<file path="src/rtl/folding_2.sv">
// Two-fold folded 2nd-order IIR: y(n) = x(n) + a*y(n-1) + b*y(n-2).
// One multiplier and one adder are shared across phase A (switch=1) and phase B (switch=0).
module folding_2 #(
   parameter int unsigned n = 16
) (
   input  logic         clk,
   input  logic         rst,
   input  logic [n-1:0] Xn,
   input  logic [n-1:0] a,
   input  logic [n-1:0] b,
   input  logic         switch,
   output logic [n-1:0] Yn
);

   logic [n-1:0] acc;
   logic [n-1:0] y1;
   logic [n-1:0] y2;

   logic [n-1:0] mul_coef;
   logic [n-1:0] mul_data;
   logic [n-1:0] prod;
   logic [n-1:0] add_in;
   logic [n-1:0] sum;

   // Operand muxes feeding the single shared multiplier and adder
   always_comb begin
      mul_coef = switch ? b  : a;
      mul_data = switch ? y2 : y1;
      add_in   = switch ? Xn : acc;
   end

   // Low n bits of a two's-complement product do not depend on signedness
   assign prod = mul_coef * mul_data;
   assign sum  = add_in + prod;

   always_ff @(posedge clk or negedge rst) begin
      if (!rst) begin
         acc <= '0;
         y1  <= '0;
         y2  <= '0;
         Yn  <= '0;
      end else if (switch) begin
         acc <= sum;
      end else begin
         Yn <= sum;
         y2 <= y1;
         y1 <= sum;
      end
   end

endmodule

</file>
<file path="config.mk">
export PLATFORM = sky130hd
export DESIGN_NAME = folding_2
export DESIGN_NICKNAME = d
export VERILOG_FILES = /design/src/rtl/folding_2.sv
export SDC_FILE = /design/constraint.sdc
export NUM_CORES = 1
export LEC_CHECK = 0
export BUFFER_PORTS_ARGS = -buffer_cell sky130_fd_sc_hd__buf_2
export CELL_PAD_IN_SITES_DETAIL_PLACEMENT = 1
export CELL_PAD_IN_SITES_GLOBAL_PLACEMENT = 1
export CORE_UTILIZATION = 47
export DETAILED_ROUTE_END_ITERATION = 10
export PLACE_DENSITY_LB_ADDON = 0.1
export SLEW_MARGIN = 20
export SYNTH_ARGS = -nofsm -noshare
export SYNTH_HDL_FRONTEND = slang
export SYNTH_SLANG_ARGS = --single-unit
export TNS_END_PERCENT = 30
</file>
<file path="constraint.sdc">
create_clock -name clk -period 7.91 [get_ports clk]
set_input_delay 0.3955 -clock clk [delete_from_list [all_inputs] [get_ports clk]]
set_output_delay 0.3955 -clock clk [all_outputs]
set_load 0.01 [all_outputs]
</file>
Word level (Yosys, flattened, before mapping)
Index checks and enable logic that the tools add are counted.
{"block": "classes", "n_mux": 3, "mul": 1, "addsub": 1}
{"operator": "$mux 16", "n": 3}
{"operator": "$add 16x16->16", "n": 1}
{"operator": "$mul 16x16->16", "n": 1}
{"block": "word_totals", "elab_cells": 8, "in_bits": 51, "register_bits": 48, "output_inout_bits": 16}

Longest topological paths before layout
{"block": "depth", "depth_word": 3, "ltp_mapped": 26, "ltp_nobuf": 24}

Worst setup path before layout
OpenSTA, ideal clock, no wires.
{"block": "synth_path", "path_type": "input-to-reg", "start": "input switch", "end": "register Yn[15]", "path_buffers": 4, "setup_time_ns": 0.127, "required_time_ns": 7.783, "arrival_time_ns": 6.114, "path_stages": 25, "setup_slack_ns": 1.669, "path_cell_list": "buf_2 > buf_2 > buf_2 > buf_1 > mux2i_1 > nor2_1 > fa_1 > inv_1 > fa_1 > inv_1 > fa_1 > inv_1 > fa_1 > inv_1 > fa_1 > inv_1 > fa_1 > inv_1 > ha_1 > a21oi_1 > inv_1 > a21oi_1 > a31oi_1 > xnor2_1 > o21ai_1"}
{"block": "synth_between", "elab_chain_cells": 3, "word_cells_on_any_way": 5, "cone_classes": "add/sub: 1; mul: 1; mux: 3"}
{"item": "start, declared", "line": "11", "text": "input logic switch,"}
{"item": "$mux 16, on equally long branches"}
{"item": "$mul 16x16->16", "line": "33", "text": "assign prod = mul_coef * mul_data;"}
{"item": "$add 16x16->16", "line": "34", "text": "assign sum = add_in + prod;"}
{"item": "end signal, assigned", "line": "45", "text": "Yn <= sum;"}
{"item": "end, declared", "line": "12", "text": "output logic [n-1:0] Yn"}
Parallel ways exist; a longest one is shown, timed or not.
A chain may end at the register's enable or synchronous reset.

Final worst setup path
{"block": "layout_path", "start": "input switch", "end": "register acc[15]"}
{"block": "layout_between", "elab_chain_cells": 3, "word_cells_on_any_way": 5, "cone_classes": "add/sub: 1; mul: 1; mux: 3"}
{"item": "$mux 16"}
{"item": "net mul_data[5]", "line": "20", "text": "logic [n-1:0] mul_data;"}
{"item": "$mul 16x16->16", "line": "33"}
{"item": "$add 16x16->16", "line": "34"}
{"item": "end signal, assigned", "line": "43", "text": "acc <= sum;"}
{"item": "end, declared", "line": "15", "text": "logic [n-1:0] acc;"}
The timed path passes the listed nets, and every way through them passes these cells.

==> out/metrics.cfg <==
[status]
status = completed

[synthesis]
synth_edf_count = 0
synth_top_area_cell = fa_1
synth-seq-cells = 48
synth_top_family_by_area = adder cells
synth_compound_area_share_pct = 7.403
ys_async_sr_fraction_pct = 100.0
muxShareOfSynthArea_pct = 6.636
synth_ff_type = dfrtp_1
syn_inst = 719
netlist.area_leader.share_pct = 28.85
syn_nets = 916
syn_area_mm2 = 0.006524
synthAdderAreaFrac_pct = 38.82
synth_area_per_cell_um2 = 9.073
yosysSeqAreaShare_pct = 18.41
synth.area.top_cells = fa_1 (29%), dfrtp_1 (18%), ha_1 (10%)
synth-xor-area-share_pct = 5.715
synth-simple-area-share_pct = 12.68
yosys_warnings = 0
synth_cell_types = 39

[setup_path]
required_ns = 8.08
r2r-end = acc[15]
r2r_cells = 23
crit_path_start = switch
r2r_slack_ns = 1.56
critPathKind = input pin to register
cp-start-kind = input pin
path_max_fanout = 65
regToRegStartpoint = Yn[5]
worst_setup_path_end_kind = register
critPathArrivalTime_ns = 6.82
crit_end = acc[15]

[clock_tree]
cts_root_buf = clkbuf_16
cts.reportedPaths.clkPinSlew_ns = 0.07
cts.sinks = 48
htree_num_levels = 2
post_cts_buffers = 0
cts_resized = 0
postCtsHoldBufs = 0
ctsLongestPathBuffers = 2
cts_tree = yes
worstSkewPairLatency_ns = 0.31
numCtsBuffers = 5

[detailed_routing]
drtPass1Iterations = 4
drt_iter0_drc = 241
num_vias = 5035
drc = 0
wl_met1_mm = 8.267
wl_per_cell_um = 20.97
postRouteAntennaNets = 0
wl_met3_mm = 1.316
routed_wl_mm = 20.07
dr_wl_met2_mm = 10.07
dr.max_layer_used = met4
detail_route.vias_per_cell = 5.261

[place]
routabilityCongestion = 0.9581
dp_slack_ns = 1.015
port_buffers = 66
dpl.hpwl_mm = 16.74

[timing]
slew_viol_final = 0
slew_headroom_pct = 36.02
final.setup_skew_ns = 0.01266
timing.setup.tns_ns = 0
finalSetupViolations = 0
clock.fmax_mhz = 150.2
finalCritPeriodShare_pct = 84.15
period_minus_slack_ns = 6.656
tightest_slew_ns = 0.9597
setup_ws_ns = 1.254
hold_viol = 0
rsz0062_at_grt = no

[grt]
track_usage_pct = 30.64
grt-ovfl-total = 0
grt_start_max_net_pins = 66
grt_first_pass_wirelength_mm = 32.15
first_global_vias = 5789
antenna_found_initial = 1

[floorplan]
die-area_mm2 = 0.01436
core-area_mm2 = 0.01340
row_count = 42
die_h_um = 119.8
die_x_um = 119.8
start_util_pct = 48.68
ios = 67

[finish]
area_delta_synth_final_pct = 10.41
diodes = 0
nets = 977
drive_above_1_share_pct = 12.68

[min_path]
min_path_type = input pin to async pin

[run]
drv_cap = 0

-- cells by family after synthesis --
kind of cell / count (synthesis)
AND/OR/NAND/NOR: 196
XOR/XNOR: 41
multiplexers: 40
buffers and inverters: 174
flip-flops: 48
adder cells (fa/ha/maj): 146
AO/OA/AOI/OAI: 74
-- worst min path at each step --
stage / endpoint / slack [ns]
floorplan: Yn[0] / 0.1
global placement: acc[1] / 0.46
detailed placement: acc[10] / 0.47
CTS: Yn[0] / 0.25
global route: Yn[0] / 0.26
finish: Yn[0] / 0.21
-- cell type report --
cell class,instances,area (um2)
fillers,1614,6197
multi-input cells,497,4648
flip-flops and latches,48,1201
inverters,158,593.1
repair buffers,70,362.8
well taps,176,220.2
clock buffers,6,138.9
clock inverters,2,38.79
-- cells in the final DEF, fill, tap and decap left out, types with 6 or more instances in the layout --
master,n
inv_1,148
nand2_1,107
fa_1,94
buf_2,65
nor2_1,52
ha_1,52
dfrtp_1,48
xnor2_1,27
a21oi_1,23
nor2b_1,18
mux2i_1,16
mux2_1,15
xor2_1,13
a32oi_1,12
inv_2,10
a21o_1,10
and2_1,9
o21ai_1,9
mux2_2,8
o21bai_1,6
-- metrics by stage --
step | area (um2) | util, % | cells | hold slack [ns]
3_3_place_gp | 7025 | 52.43 | 949 | 0.4551
6_report | 7203 | 53.75 | 957 | 0.2053
4_1_cts | 7203 | 53.75 | 957 | 0.2479
5_1_grt | 7203 | 53.75 | 957 | 0.2607
2_1_floorplan | 6524 | - | 719 | 0.09991
3_5_place_dp | 7025 | 52.43 | 949 | 0.4745
-- per-layer routing --
layer | global-route usage [%] | up-vias
li1 | - | 2319
met4 | 9.453 | 0
met2 | 53.43 | 138
met5 | 0 | -
met3 | 4.230 | 22
met1 | 39.30 | 2556
-- sequential cells by signal (all words and copies together) (netlist names) --
register,cells
acc,16
Yn,16
y2,16
-- worst max-delay path, cell delays in order --
cell	delay, ns
buf_4	0.54
and2b_1	0.28
a21oi_1	0.50
inv_2	0.13
and2_1	0.19
fa_1	0.51
inv_1	0.05
fa_1	0.47
inv_1	0.06
fa_1	0.51
inv_1	0.06
fa_1	0.54
inv_1	0.05
fa_1	0.48
inv_1	0.05
fa_1	0.48
inv_1	0.04
ha_1	0.32
a21oi_1	0.30
inv_1	0.08
a21oi_1	0.22
a31oi_1	0.22
xnor2_1	0.24
o21ai_1	0.08
-- cell usage after synthesis, types with 2 or more instances --
library cell	number
a21boi_1	3
mux2_1	15
and2_1	9
o21ai_1	9
a21o_1	10
ha_1	52
mux2i_1	16
buf_2	5
xnor2_1	27
o21ai_0	5
buf_1	4
a21oi_1	23
xor2_1	13
inv_2	10
nor2b_1	18
nand3_1	4
a32oi_1	12
nand2_1	107
o21a_1	2
clkbuf_1	5
dfrtp_1	48
buf_6	2
nor2_1	52
mux2_2	8
fa_1	94
inv_1	148
o21bai_1	6
Power is not shown: default switching activity piles up to over one toggle a cycle in this logic, so the estimate is an artifact.
